==> src/rtl/uart_rx_oversample.sv <==
// UART receiver with 16x oversampling, optional parity, and break handling.
// Baud, parity enable and parity type are captured at the start edge and held for the frame.
module uart_rx_oversample #(
  parameter int n                = 8,
  parameter int CLK_DIV_OVERRIDE = 0
) (
  input  logic         clk,
  input  logic         rst_n,
  input  logic         Rx,
  input  logic [2:0]   baud_rateSel,
  input  logic         include_parity,
  input  logic         parity_type,
  output logic [n-1:0] data,
  output logic         valid,
  output logic         parity_err,
  output logic         frame_err,
  output logic         correct,
  output logic         Rx_idle
);

  localparam int BW = $clog2(n) + 1;
  localparam logic [9:0] DIV_OVR = CLK_DIV_OVERRIDE[9:0];

  typedef enum logic [2:0] {
    IDLE      = 3'd0,
    START     = 3'd1,
    DATA      = 3'd2,
    PARITY    = 3'd3,
    STOP      = 3'd4,
    WAIT_HIGH = 3'd5
  } state_t;

  function automatic logic [9:0] div_for(input logic [2:0] sel);
    logic [9:0] d;
    case (sel)
      3'd0:    d = 10'd651;
      3'd1:    d = 10'd326;
      3'd2:    d = 10'd163;
      3'd3:    d = 10'd109;
      3'd4:    d = 10'd54;
      default: d = 10'd651;
    endcase
    if (DIV_OVR != 10'd0) begin
      d = DIV_OVR;
    end else begin
      d = d;
    end
    return d;
  endfunction

  // Even type: error when the total count of ones is odd; odd type: the reverse.
  function automatic logic parity_mismatch(input logic [n-1:0] d, input logic pb, input logic even);
    return (^{d, pb}) ^ ~even;
  endfunction

  state_t          state_r, state_next;
  logic            rx_meta_r, rx_sync_r, rx_prev_r;
  logic [2:0]      sel_r;
  logic            inc_par_r, par_type_r;
  logic [9:0]      tick_cnt_r;
  logic [3:0]      os_cnt_r;
  logic [BW-1:0]   bit_cnt_r;
  logic [n-1:0]    shift_r;
  logic            pbit_r, stop_r, fin_r;

  logic       fall_s, tick_s, half_s, bit_end_s;
  logic [9:0] div_s;

  assign fall_s    = rx_prev_r & ~rx_sync_r;
  assign div_s     = div_for((state_r == IDLE) ? baud_rateSel : sel_r);
  assign tick_s    = (tick_cnt_r == (div_s - 10'd1));
  assign half_s    = tick_s && (os_cnt_r == 4'd7);
  assign bit_end_s = tick_s && (os_cnt_r == 4'd15);

  // Two-flop synchronizer plus previous-value flop for edge detection.
  always_ff @(posedge clk or negedge rst_n) begin
    if (!rst_n) begin
      rx_meta_r <= 1'b1;
      rx_sync_r <= 1'b1;
      rx_prev_r <= 1'b1;
    end else begin
      rx_meta_r <= Rx;
      rx_sync_r <= rx_meta_r;
      rx_prev_r <= rx_sync_r;
    end
  end

  // State register.
  always_ff @(posedge clk or negedge rst_n) begin
    if (!rst_n) begin
      state_r <= IDLE;
    end else begin
      state_r <= state_next;
    end
  end

  // Next-state logic.
  always_comb begin
    state_next = state_r;
    case (state_r)
      IDLE:      if (fall_s) state_next = START; else state_next = IDLE;
      START: begin
        if (half_s) begin
          state_next = rx_sync_r ? IDLE : DATA;
        end else begin
          state_next = START;
        end
      end
      DATA: begin
        if (bit_end_s && (bit_cnt_r == BW'(n - 1))) begin
          state_next = inc_par_r ? PARITY : STOP;
        end else begin
          state_next = DATA;
        end
      end
      PARITY:    if (bit_end_s) state_next = STOP; else state_next = PARITY;
      STOP: begin
        if (bit_end_s) begin
          state_next = rx_sync_r ? IDLE : WAIT_HIGH;
        end else begin
          state_next = STOP;
        end
      end
      WAIT_HIGH: if (rx_sync_r) state_next = IDLE; else state_next = WAIT_HIGH;
      default:   state_next = IDLE;
    endcase
  end

  // Tick and oversample counters; the range check keeps a shrinking divisor from overrunning.
  always_ff @(posedge clk or negedge rst_n) begin
    if (!rst_n) begin
      tick_cnt_r <= 10'd0;
      os_cnt_r   <= 4'd0;
    end else begin
      if ((state_r == IDLE) && fall_s) begin
        tick_cnt_r <= 10'd0;
      end else if (tick_cnt_r >= (div_s - 10'd1)) begin
        tick_cnt_r <= 10'd0;
      end else begin
        tick_cnt_r <= tick_cnt_r + 10'd1;
      end
      if ((state_r == IDLE) || ((state_r == START) && half_s)) begin
        os_cnt_r <= 4'd0;
      end else if (tick_s) begin
        os_cnt_r <= os_cnt_r + 4'd1;
      end else begin
        os_cnt_r <= os_cnt_r;
      end
    end
  end

  // Frame datapath: configuration capture, shift register, parity and stop samples.
  always_ff @(posedge clk or negedge rst_n) begin
    if (!rst_n) begin
      sel_r      <= 3'd0;
      inc_par_r  <= 1'b0;
      par_type_r <= 1'b0;
      bit_cnt_r  <= '0;
      shift_r    <= '0;
      pbit_r     <= 1'b0;
      stop_r     <= 1'b0;
      fin_r      <= 1'b0;
    end else begin
      fin_r <= 1'b0;
      case (state_r)
        IDLE: begin
          if (fall_s) begin
            sel_r      <= baud_rateSel;
            inc_par_r  <= include_parity;
            par_type_r <= parity_type;
          end
        end
        START:  bit_cnt_r <= '0;
        DATA: begin
          if (bit_end_s) begin
            shift_r   <= {rx_sync_r, shift_r[n-1:1]};
            bit_cnt_r <= bit_cnt_r + BW'(1);
          end
        end
        PARITY: if (bit_end_s) pbit_r <= rx_sync_r;
        STOP: begin
          if (bit_end_s) begin
            stop_r <= rx_sync_r;
            fin_r  <= 1'b1;
          end
        end
        default: fin_r <= 1'b0;
      endcase
    end
  end

  // Registered outputs, updated one clock after the stop sample.
  always_ff @(posedge clk or negedge rst_n) begin
    if (!rst_n) begin
      data       <= '0;
      valid      <= 1'b0;
      parity_err <= 1'b0;
      frame_err  <= 1'b0;
      correct    <= 1'b0;
      Rx_idle    <= 1'b1;
    end else begin
      valid   <= fin_r;
      Rx_idle <= (state_next == IDLE);
      if (fin_r) begin
        data       <= shift_r;
        parity_err <= inc_par_r & parity_mismatch(shift_r, pbit_r, par_type_r);
        frame_err  <= ~stop_r;
        correct    <= stop_r & ~(inc_par_r & parity_mismatch(shift_r, pbit_r, par_type_r));
      end
    end
  end

endmodule

==> config.mk <==
export PLATFORM = sky130hd
export DESIGN_NAME = uart_rx_oversample
export DESIGN_NICKNAME = d
export VERILOG_FILES = /design/src/rtl/uart_rx_oversample.sv
export SDC_FILE = /design/constraint.sdc
export NUM_CORES = 1
export LEC_CHECK = 0
export ABC_AREA = 0
export ABC_CLOCK_PERIOD_IN_PS = 3600
export CAP_MARGIN = 20
export CORE_MARGIN = 1
export CORE_UTILIZATION = 52
export CTS_CLUSTER_DIAMETER = 50
export DETAILED_ROUTE_END_ITERATION = 8
export PLACE_DENSITY = 0.72
export SLEW_MARGIN = 20
export SYNTH_ARGS = -nofsm -noshare
export SYNTH_HDL_FRONTEND = slang
export SYNTH_SLANG_ARGS = --single-unit
==> constraint.sdc <==
create_clock -name clk -period 3.6 [get_ports clk]
set_input_delay 0.72 -clock clk [delete_from_list [all_inputs] [get_ports clk]]
set_output_delay 0.72 -clock clk [all_outputs]
set_load 0.01 [all_outputs]
==> run metrics, run 1 <==
Pleak ~1.5 nW; Switching Power around 650 uW; max cap viols 0; routed vias roughly 1900; post-route setup TNS 0 ns; crit path DAT 3.63 ns; worst slack, placed -0.202 ns; GP Congestion ~0.82; placed cell area roughly 0.0031 sq mm; Finished Layout Cells between 300 and 400; Cells after Synth 238; CP bufs+invs 2; final net count ~310; CP Class flip-flop to flip-flop; post-route ant nets 0; DRT Wirelength roughly 5000 microns; filler cell count 417; metal1 wirelength approximately 2300 microns; Worst-Skew Late Latency between 0.3 and 0.4 ns; Storage cell area roughly 0.0013 sq mm; Top FF cell, synth dfrtp_1; Die Ht 75.0 microns; ys async rst share 1.00; Initial DRC Count between 90 and 100; Post-synth EDFFs 0; TritonRoute pass-1 iters 4; Slowest cell on crit path or4_4; synthesized area 0.00277 sq mm; VDD IR-drop max 0.501 mV; GR Overflow Total 0; upper clock frequency limit roughly 290 MHz; final worst slack approximately 0.17 ns; FF+latch count, synth 53; total power draw 1.86 mW; Sink Count 53; Avg Cell Area, Syn approximately 12 sq um; DRC Markers 0; CTS tree yes; Hold Path Class flip-flop to flip-flop; hpwl dp around 3600 microns; placed cells 340; Max Slew Vio Count 0; Wirelength per Cell around 14 microns; IO Count 21; Root Buffer clkbuf_8; first-pass GRT wire length between 8000 and 9000 microns; Worst Skew about 0.01 ns; die area approximately 0.0056 sq mm; slew of the pin with the lowest slew margin about 0.6 ns; slew margin rel. 0.603; Sw Share 0.350; # port buffers 20; capturing element type of the critical path flip-flop; final design utilization 0.657; top layer in use met4; initial core utilization 0.542; Hold WS approximately 0.37 ns; Final Hold Fails 0; total track usage 0.204; sequential cell area fraction in the yosys report 0.481; share of cells above drive strength 1 0.283; status complete, no violations; combinational share of power 0.417; core area roughly 0.0051 sq mm; crit path max fanout 6; synth warn 0; CTS buffer count 5; synth unique cells between 50 and 60; row cnt 26; vias in the first global route roughly 1900; Area growth syn-to-layout 21.1%; CTS max path bufs 2; endpoints failing setup 0; Final period util 0.954; Die Wd roughly 75 microns; Area contributors post-synth dfrtp_1 (44%), mux2_2 (9.8%), ha_1 (6.3%); CTS Hold Bufs 0; met3 WL post-DR 141 microns; multi-input logic area approximately 0.0014 sq mm; # diodes 0; pwr dens around 550 mW/mm^2; crit-path cells nor3_4 -> buf_6 -> buf_4 -> mux2_4 -> or3_4 -> nand2_2 -> xnor2_1 -> ha_1 -> nand4_4 -> or4_4 -> nor3_4 -> mux2_1; vias per cell between 5 and 6; top cell family by delay on the critical path simple AND/OR/NAND/NOR gates; Top cell by count, worst path nor3_4; antenna violations before repair 0; crit path launch type flip-flop; Critical Path RT roughly 3.8 ns; met2 WL ~2500 microns; post-route cell area ~0.0034 sq mm; Flop pwr share 0.396; Syn Nets 260; Min Clock Period, post-route between 3 and 4 ns; Clk pin slew, worst setup/hold paths approximately 0.1 ns; Synth top area share 0.443; P_int between 1 and 1.5 mW; cell taking the most area after synthesis dfrtp_1; Clk network pwr share 0.186; pin count of the biggest net entering global routing 28; CP peak stage delay between 0.5 and 0.6 ns; CTS H-Tree Depth 2
cell families after synthesis:
group | synth area share
AOI/OAI and AO/OA | 0.0578
xor gates and xnor gates | 0.0714
adders and majority gates | 0.0633
buffers and inverters | 0.0167
DFF | 0.481
muxes | 0.118
and+or+nand+nor | 0.192
area by class of cell:
cell class	instances	area share
multi-input cells	176	0.429
flip-flops and latches	53	0.397
repair buffers	45	0.116
well taps	70	0.0261
clock buffers	5	0.0205
clock inverters	3	0.00634
inverters	4	0.00448
path summary, 6_finish.rpt:
path	depth (start not counted)	slack (ns)	from	endpoint
worst min register to register	0	0.37	rx_meta_r$_DFF_PN1_	rx_sync_r$_DFF_PN1_
worst min-delay path	0	0.37	rx_meta_r$_DFF_PN1_	rx_sync_r$_DFF_PN1_
min in group asynchronous	1	0.40	rst_n	bit_cnt_r[2]$_DFFE_PN0P_
worst max register to register	12	0.17	state_r[0]$_DFF_PN0_	stop_r$_DFFE_PN0P_
worst max-delay path	12	0.17	state_r[0]$_DFF_PN0_	stop_r$_DFFE_PN0P_
max in group asynchronous	2	2.42	rst_n	tick_cnt_r[7]$_DFF_PN0_
Yosys cell counts, types with 2 or more instances:
| library cell | instances |
|---|---|
| a21o_1 | 2 |
| a21oi_1 | 7 |
| and2_1 | 2 |
| and3_1 | 3 |
| dfrtp_1 | 49 |
| dfstp_2 | 4 |
| ha_1 | 14 |
| inv_1 | 4 |
| mux2_2 | 24 |
| mux2i_1 | 3 |
| nand2_1 | 11 |
| nand2_2 | 2 |
| nand2b_1 | 4 |
| nand3_1 | 12 |
| nand4_1 | 2 |
| nor2_1 | 11 |
| nor2b_1 | 3 |
| nor3_1 | 13 |
| nor3b_1 | 3 |
| nor4_1 | 2 |
| o21a_1 | 2 |
| o21ai_0 | 6 |
| or2_2 | 2 |
| or3_1 | 5 |
| xnor2_1 | 10 |
| xor2_1 | 10 |
flip-flops by register name, summed over array words and instances (netlist names), 3 cells and up:
signal	flops
state_r	3
os_cnt_r	4
tick_cnt_r	10
data	8
sel_r	3
shift_r	8
bit_cnt_r	4
power by group through the flow:
stage	combinational [mW]	clock (mW)	sequential, mW
2_1_floorplan	0.493	0	0.728
3_3_place_gp	0.710	0	0.745
3_5_place_dp	0.721	0	0.749
4_1_cts	0.727	0.357	0.737
5_1_grt	0.873	0.380	0.749
6_report	0.776	0.347	0.737
what timing repair did:
item	in CTS	in global routing
setup endpoints to repair	0	30
setup buffers	0	8
gates resized for setup	0	13
hold endpoints to repair	0	0
per-layer routing:
layer,global-route usage,vias up
met5,0,-
met3,0.0455,8
met1,0.263,917
li1,-,958
met2,0.343,30
met4,0.0650,0
cells in the final DEF (no fill, tap or decap), types with 4 or more instances in the layout:
master / instances
nor3_1: 13
clkbuf_8: 5
xnor2_1: 10
mux2_2: 22
o21ai_0: 6
dfrtp_1: 49
dfstp_2: 4
nor2_1: 11
nand3_1: 12
a21oi_1: 6
inv_1: 4
clkdlybuf4s50_1: 18
buf_4: 24
ha_1: 13
nand2_1: 10
nand2b_1: 4
xor2_1: 10
(Power assumes the default switching activity.)
==> run 2: changes to the inputs <==
ABC_AREA = 1   (was 0)
CORE_UTILIZATION = 53   (was 52)
PLACE_DENSITY = 0.73   (was 0.72)
==> run 2 against run 1 <==
Synthesized cell count up 40%; first-iteration DRC count up 1.0%; setup slack improved by 0.27 ns; die area up 0.36%; final cell count is 21% higher; clock power rose by 21%; non-clock buffer count fell by 23; largest cell class is now sequential cells; sequential share of layout area grew 1.5 points; global-route usage grew 0.36 points; sequential power fell by 19%; fmax rose by 8.4%; highest routed layer unchanged; combinational power is 97% lower.
==> run metrics, run 2 <==
crit path max fanout 5 (-1); Area contributors post-synth dfrtp_1 (43%), nand2_1 (10%), ha_1 (6.2%); vias in the first global route 2035 (+9.3%); crit path launch type input pin; Root Buffer clkbuf_8; post-route setup TNS 0 ns (unchanged); Sw Share 0.214 (-0.136); Flop pwr share 0.576 (+0.180); max cap viols 0 (unchanged); antenna violations before repair 0 (unchanged); max FFs per register 10 (unchanged); most common cell in the netlist nand2_1; RSZ-0062 raised after global routing no; share of cells above drive strength 1 0.111 (-0.172); sequential cell area fraction in the yosys report 0.470 (-0.0108); hpwl dp 3850 microns (+8.4%); Storage cell area 0.00133 sq mm (unchanged); slew margin rel. 0.564 (-0.0394); placed cells 422 (+24%); Top FF cell, synth dfrtp_1; top cell family by delay on the critical path simple AND/OR/NAND/NOR gates; crit path DAT 3.38 ns (-0.25 ns); core area 0.00514 sq mm (+0.64%); synth unique cells 31 (-43%); P_int 818 uW (-32%); Clk network pwr share 0.404 (+0.218); Max Slew Vio Count 0 (unchanged); Wirelength per Cell 11.8 microns (-17%); # port buffers 20 (unchanged); leading registers by flop count tick_cnt_r: 10 flops, data: 8 flops, shift_r: 8 flops; Pleak 1.61 nW (+5.4%); Biggest register tick_cnt_r; CTS Hold Bufs 0 (unchanged); Avg Cell Area, Syn 8.51 sq um (-27%); CTS max path bufs 2 (unchanged); Post-CTS Setup Bufs 0 (unchanged); upper clock frequency limit 316 MHz (+8.4%); CP peak stage delay 0.46 ns (-0.12 ns); filler cell count 461 (+11%); Final period util 0.879 (-0.0743); row cnt 26 (unchanged); Post-synth EDFFs 0 (unchanged); Finished Layout Cells 430 (+21%); Min Clock Period, post-route 3.17 ns (-0.267 ns); GR Overflow Total 0 (unchanged); status complete, no violations; # diodes 0 (unchanged); Die Wd 75.1 microns (+0.18%); Slowest cell on crit path clkdlybuf4s50_1; post-route ant nets 0 (unchanged); multi-input logic area 0.00132 sq mm (-8.3%); Sink Count 53 (unchanged); Hold Path Class flip-flop to flip-flop; Initial DRC Count 100 (+1.0%); IO Count 21 (unchanged); first-pass GRT wire length 8770 microns (+2.8%); Clk pin slew, worst setup/hold paths 0.09 ns (about the same); vias per cell 4.99 (-7.1%); GP Congestion 0.834 (+1.5%); Top cell by count, worst path nand2_1; Area growth syn-to-layout 14.0%; synth cell count leaders nand2_1 (78), dfrtp_1 (49), inv_1 (38); endpoints failing setup 0 (unchanged); DRT Wirelength 5060 microns (+0.66%); Die Ht 75.1 microns (+0.18%); CP bufs+invs 4 (+2); Worst Skew 0.00892 ns (-0.00127 ns); combinational share of power 0.021 (-0.396); ys async rst share 1.00 (unchanged); commonest non-fill, non-tap cells in the layout nand2_1 (78), dfrtp_1 (49), inv_1 (38); Cells after Synth 333 (+40%); synth warn 0 (unchanged); final net count 381 (+24%); CTS tree yes; final worst slack 0.434 ns (+0.267 ns); Syn Nets 355 (+37%); CP Class input pin to flip-flop; pwr dens 323 mW/mm^2 (-42%); pin count of the biggest net entering global routing 31 (+11%); Synth top area share 0.433 (-0.00998); VDD IR-drop max 0.163 mV (-68%); worst slack, placed 0.105 ns (+0.307 ns); cell taking the most area after synthesis dfrtp_1; capturing element type of the critical path flip-flop; synthesized area 0.00283 sq mm (+2.3%); DRC Markers 0 (unchanged); routed vias 2147 (+12%); TritonRoute pass-1 iters 5 (+1); commonest non-fill, non-tap cell in the layout nand2_1; initial core utilization 0.551 (+0.00898); FF+latch count, synth 53 (unchanged); CTS buffer count 5 (unchanged); Critical Path RT 3.81 ns (about the same); crit-path cells clkdlybuf4s50_1 -> inv_1 -> o21ai_2 -> nor2_2 -> inv_2 -> a21oi_1 -> ha_1 -> xnor2_1 -> ha_1 -> nand2_1 -> nor2_4 -> nand2_1 -> nor2_2 -> nand3_1 -> nand2_1 -> inv_1 -> o21ai_0 -> nor2_1; CTS resizes 0 (unchanged); Switching Power 223 uW (-66%); Worst-Skew Late Latency 0.32 ns (about the same); slew of the pin with the lowest slew margin 0.655 ns (+0.0591 ns); CTS H-Tree Depth 2 (unchanged); total track usage 0.208 (+0.00359); Final Hold Fails 0 (unchanged); die area 0.00564 sq mm (+0.36%)
-- run 2: changes by cell type after synthesis, sizes merged, moves of 5 or more --
cell and delta:
nand2 +69, nor3 -10, inv +39, o21ai +26
mux2 -26, nand3 +7, or3 -5, nor2 +33
-- run 2: cell type report --
type,instances,share of cell area
clock inverter,3,0.0155
multi-input combinational,234,0.409
sequential,53,0.412
timing repair buffer,22,0.0651
tap,70,0.0271
inverter,43,0.0500
clock buffer,5,0.0213
-- run 2: power groups by stage --
stage               sequential, mW  clock (mW)  combinational [mW]
detailed placement           0.611           0              0.0229
floorplan                    0.611           0             0.00174
global placement             0.611           0              0.0225
CTS                          0.600       0.434              0.0230
global route                 0.600       0.457              0.0251
finish                       0.599       0.421              0.0215
-- run 2: layer usage --
metal / vias to the layer above / GRT usage / wire length (microns)
met1: 993 / 0.274 / 2480
met3: 6 / 0.0482 / 175
met5: - / 0 / 0
met2: 28 / 0.338 / 2330
met4: 0 / 0.0692 / 68
li1: 1120 / - / -
-- run 2: path summary, 6_finish.rpt --
path / start / to / slack, ns / cells after the start
worst min-delay path: rx_meta_r$_DFF_PN1_ / rx_sync_r$_DFF_PN1_ / 0.36 / 0
max in group asynchronous: rst_n / rx_meta_r$_DFF_PN1_ / 2.37 / 2
worst max register to register: state_r[0]$_DFF_PN0_ / os_cnt_r[3]$_DFFE_PN0P_ / 0.56 / 19
worst min register to register: rx_meta_r$_DFF_PN1_ / rx_sync_r$_DFF_PN1_ / 0.36 / 0
worst max-delay path: baud_rateSel[2] / os_cnt_r[3]$_DFFE_PN0P_ / 0.43 / 18
min in group asynchronous: rst_n / data[5]$_DFFE_PN0P_ / 0.41 / 1
-- run 2: cell families (layout without fill, tap and decap cells) --
kind of cell,Yosys count,count (layout),share of synthesized area
buf+inv,46,73,0.0640
flops,53,53,0.470
mux,1,1,0.00353
xor+xnor,15,15,0.0464
simple gates,161,161,0.265
fa+ha+maj,14,14,0.0618
compound gates,43,43,0.0892
-- run 2: through the flow --
stage | total power [mW] | utilization | instance area (sq um) | hold slack, ns
after floorplan | 0.612 | - | 2830 | 0.345
after global placement | 0.633 | 0.605 | 3110 | 0.347
after detailed placement | 0.634 | 0.605 | 3110 | 0.349
after CTS | 1.06 | 0.628 | 3230 | 0.363
after global routing | 1.08 | 0.628 | 3230 | 0.370
final | 1.04 | 0.628 | 3230 | 0.361
